--- src/rtl/uart_tx_arbiter.sv ---
// Round-robin arbiter that shares one UART transmitter between N_REQ byte sources.
// tx_status is synchronized before use; every transfer ends with an ack pulse (plus err on timeout).
module uart_tx_arbiter #(
  parameter int N_REQ   = 2,
  parameter int DATA_W  = 8,
  parameter int TIMEOUT = 1_000_000
) (
  input  logic                    clk,
  input  logic                    rst,
  input  logic [N_REQ-1:0]        req,
  input  logic [N_REQ*DATA_W-1:0] req_data,
  output logic [N_REQ-1:0]        ack,
  output logic                    err,
  output logic                    tx_ready,
  output logic [DATA_W-1:0]       tx_byte,
  input  logic                    tx_status,
  output logic                    busy,
  output logic [1:0]              grant_id,
  output logic [7:0]              sent_count
);

  localparam int CNT_W = (TIMEOUT > 1) ? $clog2(TIMEOUT) : 1;
  localparam logic [CNT_W-1:0] CNT_LAST = CNT_W'(TIMEOUT - 1);
  localparam logic [1:0] LAST_INIT = 2'(N_REQ - 1);

  typedef enum logic [1:0] {
    IDLE,
    ISSUE,
    DRAIN,
    DONE
  } state_t;

  state_t            state;
  logic              st_meta;
  logic              st_s;
  logic [CNT_W-1:0]  tmo_cnt;
  logic [1:0]        last;
  logic              pick_valid;
  logic [1:0]        pick_id;
  logic [DATA_W-1:0] pick_byte;
  logic [N_REQ-1:0]  grant_onehot;

  // tx_status lives in the baud-clock domain
  always_ff @(posedge clk or posedge rst) begin
    if (rst) begin
      st_meta <= 1'b0;
      st_s    <= 1'b0;
    end else begin
      st_meta <= tx_status;
      st_s    <= st_meta;
    end
  end

  // Search upward from the requester after the last owner, wrapping around
  always_comb begin
    pick_valid = 1'b0;
    pick_id    = '0;
    for (int k = 1; k <= N_REQ; k++) begin
      for (int i = 0; i < N_REQ; i++) begin
        if (!pick_valid && req[i] && (((int'(last) + k) % N_REQ) == i)) begin
          pick_valid = 1'b1;
          pick_id    = 2'(i);
        end
      end
    end
  end

  always_comb begin
    pick_byte = '0;
    for (int i = 0; i < N_REQ; i++) begin
      if (pick_id == 2'(i)) begin
        pick_byte = req_data[i*DATA_W +: DATA_W];
      end
    end
  end

  always_comb begin
    grant_onehot = '0;
    for (int i = 0; i < N_REQ; i++) begin
      grant_onehot[i] = (grant_id == 2'(i));
    end
  end

  // ack/err/sent_count are set on the way into DONE so they show during the DONE cycle
  always_ff @(posedge clk or posedge rst) begin
    if (rst) begin
      state      <= IDLE;
      ack        <= '0;
      err        <= 1'b0;
      tx_ready   <= 1'b0;
      tx_byte    <= '0;
      busy       <= 1'b0;
      grant_id   <= '0;
      sent_count <= '0;
      tmo_cnt    <= '0;
      last       <= LAST_INIT;
    end else begin
      ack <= '0;
      err <= 1'b0;
      case (state)
        IDLE: begin
          if (pick_valid) begin
            grant_id <= pick_id;
            tx_byte  <= pick_byte;
            tx_ready <= 1'b1;
            busy     <= 1'b1;
            tmo_cnt  <= '0;
            state    <= ISSUE;
          end
        end
        ISSUE: begin
          if (st_s) begin
            tx_ready <= 1'b0;
            tmo_cnt  <= '0;
            state    <= DRAIN;
          end else if (tmo_cnt == CNT_LAST) begin
            tx_ready <= 1'b0;
            ack      <= grant_onehot;
            err      <= 1'b1;
            state    <= DONE;
          end else begin
            tmo_cnt <= tmo_cnt + 1'b1;
          end
        end
        DRAIN: begin
          if (!st_s) begin
            ack        <= grant_onehot;
            sent_count <= sent_count + 8'd1;
            state      <= DONE;
          end
        end
        DONE: begin
          last  <= grant_id;
          busy  <= 1'b0;
          state <= IDLE;
        end
        default: state <= IDLE;
      endcase
    end
  end

endmodule

--- config.mk ---
export PLATFORM = sky130hd
export DESIGN_NAME = uart_tx_arbiter
export DESIGN_NICKNAME = d
export VERILOG_FILES = /design/src/rtl/uart_tx_arbiter.sv
export SDC_FILE = /design/constraint.sdc
export NUM_CORES = 1
export LEC_CHECK = 0
export CAP_MARGIN = 20
export CORE_UTILIZATION = 35
export CTS_CLUSTER_DIAMETER = 40
export DETAILED_ROUTE_END_ITERATION = 10
export GPL_TIMING_DRIVEN = 0
export SYNTH_ARGS = -nofsm -noshare
export SYNTH_HDL_FRONTEND = slang
export SYNTH_SLANG_ARGS = --single-unit
--- constraint.sdc ---
create_clock -name clk -period 6.05 [get_ports clk]
set_input_delay 0.605 -clock clk [delete_from_list [all_inputs] [get_ports clk]]
set_output_delay 0.605 -clock clk [all_outputs]
set_load 0.05 [all_outputs]
======== Yosys cells after proc, flatten, opt, wreduce, memory -nomap -nowiden ========
Cells that the tools add are included.
word-level totals
  input port bits ......................... 21
  flip-flop bits (word level) ............. 48
  output and inout bits ................... 23
  word-level logic and storage cells ...... 84
operators by class
  $add $sub $neg .......................... 4
  mux-type cells .......................... 30
  reduce and logical (&&, ||, !) cells .... 23
  bitwise operators ....................... 3
  equality and inequality tests ........... 12
operator list
  operator                 count
  $logic_not A32 Y1        2
  $mux W20                 3
  $pmux W20 S2             1
  $add A20 B1 Y20 const B  1
  $eq A20 B20 Y1 const B   1
  $mux W2                  9
  $mux W8                  2
  $mux W1                  11
  $reduce_and A3 Y1        3
  $add A8 B1 Y8 const B    1
  $eq A2 B2 Y1 const B     4
  $pmux W2 S4              1
  $logic_and A1 B1 Y1      7
  $eq A2 B1 Y1 const B     3
  $logic_not A2 Y1         3
  $ne A3 B3 Y1 const B     2
  $reduce_and A2 Y1        3
  $ne A2 B2 Y1 const B     2
  $pmux W1 S2              2
  $pmux W2 S2              1
  $reduce_bool A2 Y1       2
  $logic_not A1 Y1         3
  $add A1 B1 Y1 const B    2
  $and A1 B1 Y1 const A    2
  $not A1 Y1               1

======== Depth between registers and ports, before layout ========
Gate-level depths: netlist of the first run.
  depth after elaboration ................. 20
  gate-level depth with buffers ........... 8
  gate-level depth less buffers ........... 7

======== Worst setup path after synthesis of the first run ========
Ideal clock, no wire load.
  path type ............................... register to register
  start point ............................. register state[0]
  end point ............................... register tmo_cnt[15]
  buffers on the path ..................... 0
  period minus slack after synthesis ...... 1,927 ps
  slack ................................... 4,123 ps
  arrival ................................. 1,806 ps
  setup time .............................. 121 ps
  required time ........................... 5,929 ps
  cell stages (with the launch flop) ...... 8
  cells stage by stage .................... dfrtp_1 > inv_1 > ha_1 > nor3b_1 > or2b_2 > a31o_4 > a21o_2 > a22o_1
on the way
  cells in the longest elaborated chain, start to end .. 3
  elaborated cells between the ends (all ways) .. 7
  classes of those cells .................. eq/ne (3); mux (1); reduce/logical (3)
ends and longest elaborated chain
  element                                                  RTL line  RTL
  start: declaration                                       33        state_t state;
  start signal: assignment                                 87        state <= IDLE;
  start signal: assignment                                 108       state <= ISSUE;
  start signal: assignment                                 115       state <= DRAIN;
  $eq A2 B1 Y1 / $logic_not A2 Y1 (equally long branches)  100       case (state)
  $ne A3 B3 Y1 (no line) (tied with other cells)           --
  $reduce_and A3 Y1 (no line)                              --
  end signal: assignment                                   122       tmo_cnt <= tmo_cnt + 1'b1;
  end: declaration                                         36        logic [CNT_W-1:0] tmo_cnt;
Several ways; a longest one is shown, not always the timed one.
A chain may end at the register's enable or synchronous reset.

======== Worst setup path after layout of the first run ========
  start point ............................. register state[0]
  end point ............................... register tmo_cnt[2]
Same word-level chain as after synthesis.

==> results_dict.tcl, run 1 <==
set metrics [dict create \
    critPathKind "reg -> reg" \
    vias 1902 \
    antenna_cells 0 \
    drc 0 \
    power.total_mw 1.292 \
    ys_ff_latch 47 \
    r2r_end "tmo_cnt[2]" \
    via_per_inst 5.254 \
    startpoint_type "flop" \
    cts-root-buf "clkbuf_8" \
    p_int_mw 0.7181 \
    cts_resized 0 \
    gp_congestion 0.7656 \
    start_util 0.3692 \
    cts_buffers 5 \
    leakage_nw 1.305 \
    drt_pass1_iterations 4 \
    drive_gt1_frac 0.1053 \
    seq_area_frac_synth 0.4937 \
    finalSetupViolations 0 \
    yosysWarnings 0 \
    cp_max_fo 10 \
    finClkSkew_ns 0.005277 \
    r2r_slack_ns 3.83 \
    rows 29 \
    antenna_found_initial 0 \
    crit_end "tmo_cnt[2]" \
    hpwl_microns 3666 \
    fin_crit_sh 0.3663 \
    synth-edff-count 0 \
    cts_tree "yes" \
    ff2ff_path_depth 8 \
    worstPathRequired_ns 6.23 \
    drv_cap 0 \
    avgSynthCellArea_sq_um 10.19 \
    synthesis.instances 234 \
    crit_slowest_cell "nor3b_1" \
    path_buf_inv 2 \
    outcome "completed" \
    p_per_area_nw_per_um2 428.1 \
    clockBufferDepth 2 \
    crit_arrival_ns 2.40 \
    dieHeight_microns 84.55 \
    rsz0062_at_grt "false" \
    vdd_drop_max_uv 249.2 \
    post_cts_buffers 0 \
    final_area_sq_um 3018 \
    grt-busiest-layer "met2" \
    syn-cell-area_sq_um 2385 \
    seqCellArea_sq_um 1177 \
    grt_pass1_vias 1805 \
    synth-main-ff-cell "dfrtp_1" \
    core_sq_um 6459 \
    hold_viol_final 0 \
    hold_path_class "reg -> reg" \
    cp-end-kind "flop" \
    critical-path-top-delay-family "simple AND/OR/NAND/NOR gates" \
    multi_input_area_sq_um 1111 \
    met3_usage 0.05211 \
    portBuffers 42 \
    path_cells "inv_1, ha_1, nor3b_1, nor2_1, a21boi_2, buf_6, a21oi_1, a31oi_1" \
    final.fill_count 636 \
    tns_ns 0 \
    wirelength_microns 5078 \
    cts_sinks 47 \
    htree_levels 2 \
    drtIter0Drc 149 \
    cp.depth 8 \
    io_pins 44 \
    p_comb_frac 0.487 \
    path_clk_slew_ns 0.10 \
    netSwitchingFraction 0.4443 \
    r2r_start "state[0]" \
    overflow 0 \
    nets 311 \
    startpoint "state[0]" \
    ant_nets 0 \
    fmax_ghz 0.4513 \
    area_growth_pct 26.55 \
    hold_buffers 0 \
    placed_area_sq_um 2922 \
    clock_latency_ns 0.32 \
    gr-usage-met2 0.2395 \
    power.switching_mw 0.5740 \
    grt_start_max_net_pins 31 \
    p_seq_frac 0.351 \
    groute.usage.overall 0.1531 \
    relSlewSlack 0.5740 \
    synth-async-reset-ratio 1.000 \
    wl_per_cell_microns 14.03 \
    maxSlewViolCount 0 \
    die_area_sq_um 7148 \
    met1_usage 0.2089 \
    die_x_microns 84.55 \
    syn-num-nets 261 \
    cpPeakStageDelay_ns 0.57 \
    p_clk_frac 0.162 \
    post-route-min-period_ns 2.216 \
    synth_cell_types 47 \
    grt_pass1_wl_microns 8597 \
    tightest_slew_ns 0.6377 \
]
==> registers in the layout, indices dropped and copies added, names as in the netlist, 2 cells and up <==
signal,flops
tmo_cnt,20
tx_byte,8
state,2
ack,2
sent_count,8
==> worst reg2reg max path: stages (launching register included) <==
cell      delay (ns)
dfrtp_1         0.45
inv_1           0.10
ha_1            0.24
nor3b_1         0.57
nor2_1          0.13
a21boi_2        0.23
buf_6           0.18
a21oi_1         0.13
a31oi_1         0.06
==> power groups by stage <==
stage	clock network (mW)	logic (mW)	registers [mW]
detailed placement	0	0.638	0.458
floorplan	0	0.265	0.628
global placement	0	0.629	0.458
global route	0.231	0.682	0.464
CTS	0.214	0.638	0.455
finish	0.209	0.629	0.454
==> synthesized netlist by cell type (all sizes together), types with 5 or more instances <==
cell | number | share of area
a21oi | 10 | 0.021
o21ai | 32 | 0.067
mux2i | 9 | 0.038
ha | 6 | 0.031
nand4 | 13 | 0.034
inv | 5 | 0.0079
dfrtp | 46 | 0.48
nand3 | 8 | 0.022
a31oi | 10 | 0.026
nand2 | 23 | 0.036
buf | 7 | 0.028
nor2 | 16 | 0.025
==> cell families after synthesis <==
logic type               Yosys count  share of synthesized area
adder cells (fa/ha/maj)            6                    0.03148
flip-flops                        47                     0.4937
other                              1                   0.001572
multiplexers                      12                    0.05194
XOR/XNOR                           8                    0.02938
buffers and inverters             15                    0.04040
AND/OR/NAND/NOR                   79                     0.1810
AO/OA/AOI/OAI                     66                     0.1705
==> area by class of cell <==
| type | instances | area share |
|---|---|---|
| Tap cell | 77 | 0.03192 |
| Clock inverter | 3 | 0.009121 |
| Clock buffer | 5 | 0.02280 |
| Buffer | 10 | 0.02570 |
| Multi-Input combinational cell | 172 | 0.3682 |
| Timing Repair Buffer | 43 | 0.1459 |
| Inverter | 5 | 0.006219 |
| Sequential cell | 47 | 0.3901 |
==> routing by layer <==
layer	wire, microns	up-vias
li1	-	945
met1	2367	903
met2	2341	50
met3	339	4
met4	29	0
met5	0	-
==> per-stage QoR <==
step           hold WS, ns  setup WS (ns)  cells  utilization
6_report            0.3635          3.834    362       0.4673
5_1_grt             0.3710          3.583    362       0.4673
4_1_cts             0.3667          3.808    362       0.4673
3_5_place_dp        0.3426          3.564    354       0.4523
3_3_place_gp        0.3332          3.315    353       0.4492
2_1_floorplan       0.3312          4.123    234            -
==> worst min-delay path by stage <==
stage	slack (ns)	to	startpoint	cells past startpoint
2_1_floorplan	0.33	st_s	st_meta	0
3_3_place_gp	0.33	st_s	st_meta	0
3_5_place_dp	0.34	st_s	st_meta	0
4_1_cts	0.37	st_s	st_meta	0
5_1_grt	0.37	st_s	st_meta	0
6_report	0.36	st_s	st_meta	0
==> placed cells by master (no fill, tap or decap), types with 2 or more instances in the layout <==
cell,n
o21ai_0,30
a21oi_1,10
xor2_1,4
buf_2,2
o211a_1,2
mux2_2,2
xnor2_1,4
mux2i_1,9
clkbuf_1,3
ha_1,6
clkdlybuf4s50_1,42
nand3b_1,2
a31oi_1,10
nand4_1,13
nand2b_1,2
dfrtp_1,46
o21ai_1,2
a22o_1,3
nor2b_1,3
inv_1,4
clkbuf_8,5
nand3_1,7
nor2_1,16
buf_6,3
a41oi_1,3
nand2_1,23
nor4_1,2
(Power assumes the default switching activity.)
==> run 2: changes to the inputs <==
Clock period 6.05 ns to 1.87 ns, I/O delays scaled along.
==> results_dict.tcl, run 2 (same netlist as run 1, synthesis figures left out) <==
set metrics [dict create \
    hold_buffers 0 \
    final.fill_count 614 \
    place_ws_ns -0.3237 \
    multi_input_area_sq_um 1206 \
    finalSetupViolations 0 \
    area_growth_pct 37.09 \
    die_x_microns 84.55 \
    crit_arrival_ns 2.03 \
    hold_ws_ns 0.1165 \
    die_area_sq_um 7148 \
    grt_pass1_vias 1931 \
    hold_viol_final 0 \
    ant_nets 0 \
    maxSlewViolCount 0 \
    leakage_nw 1.418 \
    core_sq_um 6459 \
    r2r_end "tmo_cnt[15]" \
    fmax_ghz 0.5464 \
    fin_ws_ns 0.03994 \
    io_pins 44 \
    top_regs "tmo_cnt (20), sent_count (8), tx_byte (8)" \
    outcome "completed" \
    vdd_drop_max_uv 793.5 \
    mostFrequentLayoutCell "dfrtp_1" \
    cp-end-kind "flop" \
    final_area_sq_um 3269 \
    power.total_mw 4.654 \
    rsz0062_at_grt "true" \
    fin_crit_sh 0.9786 \
    drtIter0Drc 135 \
    r2r_slack_ns 0.04 \
    clockBufferDepth 2 \
    drc 0 \
    clock_latency_ns 0.31 \
    hold_path_class "in -> async" \
    cts-root-buf "clkbuf_8" \
    rows 29 \
    final_cell_mix "dfrtp_1 (45), clkdlybuf4s50_1 (42), nand2_1 (23)" \
    relSlewSlack 0.5727 \
    grt_start_max_net_pins 38 \
    r2r_start "state[0]" \
    gp_congestion 0.8187 \
    antenna_found_initial 0 \
    grt_pass1_wl_microns 9397 \
    drv_cap 0 \
    drt_pass1_iterations 4 \
    worstPathRequired_ns 2.07 \
    drive_gt1_frac 0.2233 \
    wl_per_cell_microns 14.29 \
    cts_sinks 47 \
    ff2ff_path_depth 7 \
    p_per_area_nw_per_um2 1424 \
    antenna_cells 0 \
    wirelength_microns 5389 \
    post-route-min-period_ns 1.830 \
    cts_buffers 5 \
    start_util 0.3692 \
    finClkSkew_ns 0.009845 \
    path_clk_slew_ns 0.09 \
    largest_reg_flops 20 \
    overflow 0 \
    cts_tree "yes" \
    seqCellArea_sq_um 1179 \
    vias 1981 \
    nets 326 \
    hpwl_microns 3663 \
    startpoint_type "flop" \
    htree_levels 2 \
    tightest_slew_ns 0.6367 \
    via_per_inst 5.255 \
    dieHeight_microns 84.55 \
    critPathKind "reg -> reg" \
    groute.usage.overall 0.1643 \
    portBuffers 42 \
    largest_register "tmo_cnt" \
    placed_area_sq_um 2927 \
    cp_max_fo 6 \
]
==> run 2: where the power goes <==
group          switching (mW)  internal (mW)  leakage, nW
sequential              0.201           1.26        0.617
combinational            1.38           1.03        0.740
clock                   0.355          0.433       0.0612
total                    1.93           2.72         1.42
==> run 2: timing repair <==
item | in CTS | in global routing
setup buffers | 5 | 9
resized for setup | 8 | 36
cloned | 0 | 1
pin swaps | 1 | 7
endpoints found under the setup margin | 24 | 32
==> run 2: worst max path at each step <==
stage | startpoint | endpoint | slack [ns] | cells after the start
after floorplan | state[0] | tmo_cnt[4] | 0.03 | 8
after global placement | rst | tx_byte[7] | -0.48 | 2
after detailed placement | state[0] | tmo_cnt[2] | -0.32 | 8
after CTS | state[1] | tmo_cnt[13] | -0.004 | 8
after global routing | tmo_cnt[0] | tmo_cnt[2] | -0.08 | 8
final | state[0] | tmo_cnt[15] | 0.04 | 7
==> run 2: through the flow <==
stage / instances / utilization / TNS [ns]
global placement: 353 / 0.4500 / -27.71
detailed placement: 354 / 0.4531 / -5.626
floorplan: 234 / - / 0
global route: 377 / 0.5062 / -0.2676
finish: 377 / 0.5062 / 0
CTS: 367 / 0.4831 / -0.004129
==> run 2: area by class of cell <==
type | count | share of cell area
tap | 77 | 0.02947
buffer | 10 | 0.02488
timing repair buffer | 58 | 0.1745
clock buffer | 6 | 0.02526
inverter | 5 | 0.005741
clock inverter | 2 | 0.01072
multi-input combinational | 172 | 0.3689
sequential | 47 | 0.3605
==> run 2: layer usage <==
metal,vias up,GRT usage,wire (microns)
met5,-,0,0
li1,982,-,-
met1,947,0.2272,2539
met3,6,0.04228,212
met4,0,0.03852,69
met2,46,0.2594,2568
==> run 2: worst max-delay path: stages, from the launching register on <==
cell     delay (ns)
dfrtp_1        0.41
inv_2          0.07
ha_4           0.17
nor3b_4        0.16
or2b_4         0.27
a31o_4         0.25
a21o_2         0.19
a22o_1         0.20
